<file path="src/rtl/raw_tracker.sv">
// Tracks the destination register and result of the instructions in EX, MEM and WB,
// drives the forwarding select/value pairs, and raises a one-cycle load-use stall.
module raw_tracker #(
  parameter int XLEN  = 32,
  parameter int CNT_W = 32
) (
  input  logic             clk,
  input  logic             rst,
  input  logic             id_valid,
  input  logic [4:0]       id_rd_sel,
  input  logic             id_reg_we,
  input  logic             id_is_load,
  input  logic [4:0]       id_rs1_sel,
  input  logic [4:0]       id_rs2_sel,
  input  logic             id_uses_rs1,
  input  logic             id_uses_rs2,
  input  logic             flush,
  input  logic [XLEN-1:0]  ex_alu_val,
  input  logic [XLEN-1:0]  mem_load_val,
  output logic [4:0]       EX_raw_sel,
  output logic [XLEN-1:0]  EX_raw_val,
  output logic [4:0]       MEM_raw_sel,
  output logic [XLEN-1:0]  MEM_raw_val,
  output logic [4:0]       WB_raw_sel,
  output logic [XLEN-1:0]  WB_raw_val,
  output logic             stall,
  output logic [CNT_W-1:0] stall_count
);

  logic            ex_v_q, ex_v_d, ex_we_q, ex_we_d, ex_ld_q, ex_ld_d;
  logic [4:0]      ex_rd_q, ex_rd_d;
  logic            mem_v_q, mem_v_d, mem_we_q, mem_we_d, mem_ld_q, mem_ld_d;
  logic [4:0]      mem_rd_q, mem_rd_d;
  logic [XLEN-1:0] mem_alu_q, mem_alu_d;
  logic            wb_v_q, wb_v_d;
  logic [4:0]      wb_rd_q, wb_rd_d;
  logic [XLEN-1:0] wb_val_q, wb_val_d;
  logic [CNT_W-1:0] cnt_q, cnt_d;

  logic ex_wr, mem_wr, rs1_hit, rs2_hit, bubble;

  always_comb begin
    ex_wr   = ex_v_q & ex_we_q & (ex_rd_q != 5'd0);
    mem_wr  = mem_v_q & mem_we_q & (mem_rd_q != 5'd0);
    rs1_hit = id_uses_rs1 & (id_rs1_sel == ex_rd_q);
    rs2_hit = id_uses_rs2 & (id_rs2_sel == ex_rd_q);
    // Gated by rst so the combinational outputs read 0 throughout reset.
    stall   = !rst & !flush & id_valid & ex_wr & ex_ld_q & (rs1_hit | rs2_hit);

    // A load in EX still drives its select so older MEM/WB matches get masked.
    EX_raw_sel  = ex_wr ? ex_rd_q : 5'd0;
    EX_raw_val  = (!rst && ex_wr && !ex_ld_q) ? ex_alu_val : '0;
    MEM_raw_sel = mem_wr ? mem_rd_q : 5'd0;
    MEM_raw_val = mem_wr ? (mem_ld_q ? mem_load_val : mem_alu_q) : '0;
    WB_raw_sel  = wb_v_q ? wb_rd_q : 5'd0;
    WB_raw_val  = wb_v_q ? wb_val_q : '0;
    stall_count = cnt_q;

    bubble  = flush | stall | !id_valid;
    ex_v_d  = !bubble;
    ex_rd_d = bubble ? 5'd0 : id_rd_sel;
    ex_we_d = !bubble & id_reg_we;
    ex_ld_d = !bubble & id_is_load;

    mem_v_d   = ex_v_q;
    mem_rd_d  = ex_rd_q;
    mem_we_d  = ex_we_q;
    mem_ld_d  = ex_ld_q;
    mem_alu_d = ex_alu_val;

    wb_v_d   = mem_wr;
    wb_rd_d  = mem_rd_q;
    wb_val_d = MEM_raw_val;

    cnt_d = cnt_q;
    if (stall && (cnt_q != {CNT_W{1'b1}})) cnt_d = cnt_q + CNT_W'(1);
  end

  always_ff @(posedge clk or posedge rst) begin
    if (rst) begin
      ex_v_q    <= 1'b0;
      ex_rd_q   <= 5'd0;
      ex_we_q   <= 1'b0;
      ex_ld_q   <= 1'b0;
      mem_v_q   <= 1'b0;
      mem_rd_q  <= 5'd0;
      mem_we_q  <= 1'b0;
      mem_ld_q  <= 1'b0;
      mem_alu_q <= '0;
      wb_v_q    <= 1'b0;
      wb_rd_q   <= 5'd0;
      wb_val_q  <= '0;
      cnt_q     <= '0;
    end else begin
      ex_v_q    <= ex_v_d;
      ex_rd_q   <= ex_rd_d;
      ex_we_q   <= ex_we_d;
      ex_ld_q   <= ex_ld_d;
      mem_v_q   <= mem_v_d;
      mem_rd_q  <= mem_rd_d;
      mem_we_q  <= mem_we_d;
      mem_ld_q  <= mem_ld_d;
      mem_alu_q <= mem_alu_d;
      wb_v_q    <= wb_v_d;
      wb_rd_q   <= wb_rd_d;
      wb_val_q  <= wb_val_d;
      cnt_q     <= cnt_d;
    end
  end

endmodule
</file>
<file path="config.mk">
export PLATFORM = sky130hd
export DESIGN_NAME = raw_tracker
export DESIGN_NICKNAME = d
export VERILOG_FILES = /design/src/rtl/raw_tracker.sv
export SDC_FILE = /design/constraint.sdc
export NUM_CORES = 1
export LEC_CHECK = 0
export CORE_MARGIN = 4
export CORE_UTILIZATION = 35
export CTS_CLUSTER_SIZE = 24
export DETAILED_ROUTE_END_ITERATION = 7
export PLACE_DENSITY = 0.73
export SYNTH_ARGS = -nofsm -noshare
export SYNTH_HDL_FRONTEND = slang
export SYNTH_SLANG_ARGS = --single-unit
export TNS_END_PERCENT = 20
</file>
<file path="constraint.sdc">
create_clock -name clk -period 4.5 [get_ports clk]
set_input_delay 1.125 -clock clk [delete_from_list [all_inputs] [get_ports clk]]
set_output_delay 1.125 -clock clk [all_outputs]
set_load 0.02 [all_outputs]
</file>
* After elaboration in Yosys (flattened, before gate mapping)
Index checks and enable logic that the tools add are counted.
Storage, ports and cells: register bits after elaboration 118, output and inout port bits 144, word-level logic and storage cells 51
Cells by class: add/sub/neg operators 1, equality and inequality tests 3, mux-type cells 8, bitwise logic cells 16, reductions and logical operators 10
Operator list (count):
- $mux W32 | 4
- $add A32 B1 Y32 const B | 1
- $ne A32 B32 Y1 const B | 1
- $mux W5 | 4
- $and A1 B1 Y1 | 13
- $eq A5 B5 Y1 | 2
- $reduce_bool A5 Y1 | 2
- $logic_not A1 Y1 | 5
- $logic_and A1 B1 Y1 | 3
- $or A1 B1 Y1 | 3

* Longest topological paths before layout
depth in word-level cells 10, depth in mapped cells 7, depth with buffers taken out 7

* Worst setup path before layout
Ideal clock, no wire load.
path type input to output, from input rst, to output EX_raw_val[10], data arrival time 2.068 ns, setup slack 1.307 ns, stages on the path 3, path buffers 1, cell sequence nor4_1 > clkbuf_1 > and2_1
On the way: longest elaborated chain between the ends 4
Ends and longest elaborated chain:
- start: declaration | RTL line 8 | input logic rst,
- $logic_not A1 Y1 (no line)
- $logic_and A1 B1 Y1 (2 in a row) | RTL line 52 | EX_raw_val = (!rst && ex_wr && !ex_ld_q) ? ex_alu_val : '0;
- $mux W32 | RTL line 52
- end: declaration | RTL line 21 | output logic [XLEN-1:0] EX_raw_val,
Every way passes these cells.

* Worst setup path after layout
from input rst, to output EX_raw_val[29]
The elaborated chain is that of the path after synthesis.

==> flow_summary.toml <==
[run_status]
status = "finished clean"

[final_layout]
filler_cell_count = 1130
num_antenna_cells = 0
drive_above_1_share_pct = 6.433
layout.nets = 759
syn_to_final_growth_pct = 62.30

[clock_tree]
clock_path_buffers = 2
cts_buffers = 17
cts_tree = "built"
clk_latency_ns = 0.41
cts_sinks = 118
htree_levels = 4
clkTransAtPathRegs_ns = 0.05
hold_buffers = 0
cts_setup_buffers = 0
root_buffer = "clkbuf_16"
ctsResizeCount = 0

[global_routing]
grt_max_degree = 58
grt_use_total_pct = 18.82
grt_pass1_vias = 4300
grt_first_pass_wirelength_um = 23600
grt.overflow.total = 0
antenna_found_initial = 0

[synthesis]
async_reset_ff_share_pct = 100.0
yosysSeqAreaShare_pct = 59.39
synth_warnings = 0
yosys-top-cells-area = "dfrtp_1, and2_1, mux2i_1"
syn_area_um2 = 4972
avgSynthCellArea_um2 = 11.43
synthCells = 435
yosys_most_used_dff = "dfrtp_1"
synth_top_area_share_pct = 59.39
yosysTopAreaCell = "dfrtp_1"
synth_cell_type_count = 28
synth_edf_count = 0
syn_nets = 523
ys_seq_elements = 118

[critical_path]
critPathArrivalTime_ns = 3.14
start_kind = "input pin"
critical_path_class = "input pin to primary output"
cp_max_fo = 29
crit_required_ns = 3.38
cp-end-kind = "primary output"

[routing]
viasPerCell = 4.774
drt_pass1_iterations = 4
vias = 4125
drt_iter0_drc = 163
ant_nets = 0
wl_um = 14930
drc = 0
avgRoutedWirePerCell_um = 17.28

[sta]
finalHoldViolCount = 0
finalCritPeriodShare_pct = 94.87
tns_ns = 0
tightestPinTransition_ns = 0.9909
slew_headroom_pct = 33.94
hold_slack_ns = 0.3919
clock.fmax_mhz = 234.2
rsz0062_at_grt = "false"
setup_viol = 0
fin_skew_ns = 0.008282
finalCriticalPeriod_ns = 4.269
slew_viol_final = 0

[job]
drv_cap = 0

[floorplanning]
start_util_pct = 35.82
io_pins = 231
dieArea_um2 = 16180
die_x_um = 127.2
num_rows = 43
coreArea_um2 = 13880
die_y_um = 127.2

[pwr]
clock_power_share_pct = 50.9
sw_frac_of_total_pct = 20.58
p_int_w = 0.002035
power_density_nw_per_um2 = 317.5
p_leak_nw = 3.603
seqPwrFrac_pct = 43.1
switching_power_w = 0.0005274
p_comb_share_pct = 6.0
peakVddDrop_uv = 238.3

[placement]
place_congestion = 0.8751
dpl.hpwl_um = 10930
io_buffer_count = 230

[hold_path]
min_path_type = "flip-flop to flip-flop"
## worst paths after layout
check,cells after the start,end,slack (ns),start
setup reg to reg,6,stall_count[1],1.72,stall_count[0]
hold / removal,0,wb_rd_q[1],0.39,mem_rd_q[1]
setup / recovery,5,EX_raw_val[29],0.23,rst
max in group asynchronous,3,mem_alu_q[6],2.59,rst
hold reg to reg,0,wb_rd_q[1],0.39,mem_rd_q[1]
min in group asynchronous,2,mem_rd_q[4],1.10,rst
## cell families after synthesis
| family | count (synthesis) | share of synthesized area (%) |
|---|---|---|
| xor gates and xnor gates | 41 | 7.222 |
| and+or+nand+nor | 216 | 24.23 |
| buffers and inverters | 24 | 1.962 |
| muxes | 33 | 6.668 |
| AOI/OAI and AO/OA | 2 | 0.2769 |
| adders and majority gates | 1 | 0.2516 |
| DFF | 118 | 59.39 |
## layout by cell type, fill, tap and decap left out, types with 5 or more instances in the layout
| cell type | Yosys | routed |
|---|---|---|
| nand2_1 | 16 | 16 |
| nor2_1 | 46 | 46 |
| and3_1 | 20 | 20 |
| clkbuf_16 | 0 | 17 |
| buf_4 | 1 | 6 |
| nand3_1 | 13 | 13 |
| nand4_1 | 12 | 12 |
| nor4_1 | 12 | 11 |
| mux2i_1 | 32 | 32 |
| clkinv_2 | 0 | 5 |
| xor2_1 | 30 | 30 |
| dfrtp_1 | 118 | 117 |
| nor3_1 | 12 | 12 |
| xnor2_1 | 11 | 11 |
| and2_1 | 73 | 73 |
| clkdlybuf4s50_1 | 0 | 230 |
## synthesized netlist by cell type, types with 2 or more instances
cell / instances
dfrtp_1: 118
and2_1: 73
nor2_1: 46
mux2i_1: 32
xor2_1: 30
and3_1: 20
nand2_1: 16
nand3_1: 13
clkbuf_1: 12
nand4_1: 12
nor3_1: 12
nor4_1: 12
xnor2_1: 11
buf_1: 4
inv_1: 4
buf_2: 3
or4_1: 3
and4_1: 2
nand4_2: 2
nor4b_1: 2
## power groups by stage
stage          Sequential, W  Clock (W)  Combinational (W)
6_report             0.00110    0.00130           0.000154
5_1_grt              0.00111    0.00139           0.000168
4_1_cts              0.00110    0.00133           0.000157
3_5_place_dp         0.00112          0           0.000156
3_3_place_gp         0.00112          0           0.000154
2_1_floorplan        0.00111          0          0.0000574
## metrics by stage
stage,setup WS [ns],instances,power [W],instance area [um2],utilization (%)
final,0.2310,864,0.002562,8070,58.14
after global routing,0.1075,864,0.002661,8070,58.14
after CTS,0.2101,864,0.002596,8070,58.14
after detailed placement,0.2287,832,0.001279,7492,53.98
after global placement,0.3342,832,0.001275,7492,53.98
after floorplan,0.2459,435,0.001170,4972,-
## metal layers
layer	track usage [%]	wire length [um]	vias up	share of wire (%)
met5	0	0	-	0
met4	5.489	149	0	1.0
met3	6.104	1173	16	7.9
met2	32.19	7602	190	51
met1	22.81	6000	1984	40
li1	-	-	1935	-
## registers in the layout, summed over array words and instances (netlist names), 5 cells and up
register     flops
wb_rd_q          5
stall_count     32
mem_alu_q       32
mem_rd_q         5
wb_val_q        32
ex_rd_q          5
## final cells by class
cell class	instances	area, um2	area share (%)
flip-flops and latches	118	2954	36.60
repair buffers	237	2367	29.33
multi-input cells	293	1928	23.89
clock buffers	23	478.0	5.922
well taps	180	225.2	2.791
clock inverters	9	100.1	1.240
inverters	4	17.52	0.2171
## critical path, stage by stage
cell             delay (ns)
clkdlybuf4s50_1        0.50
nor4_2                 0.37
buf_4                  0.36
and2_1                 0.18
clkdlybuf4s50_1        0.61
(Power assumes the default switching activity.)
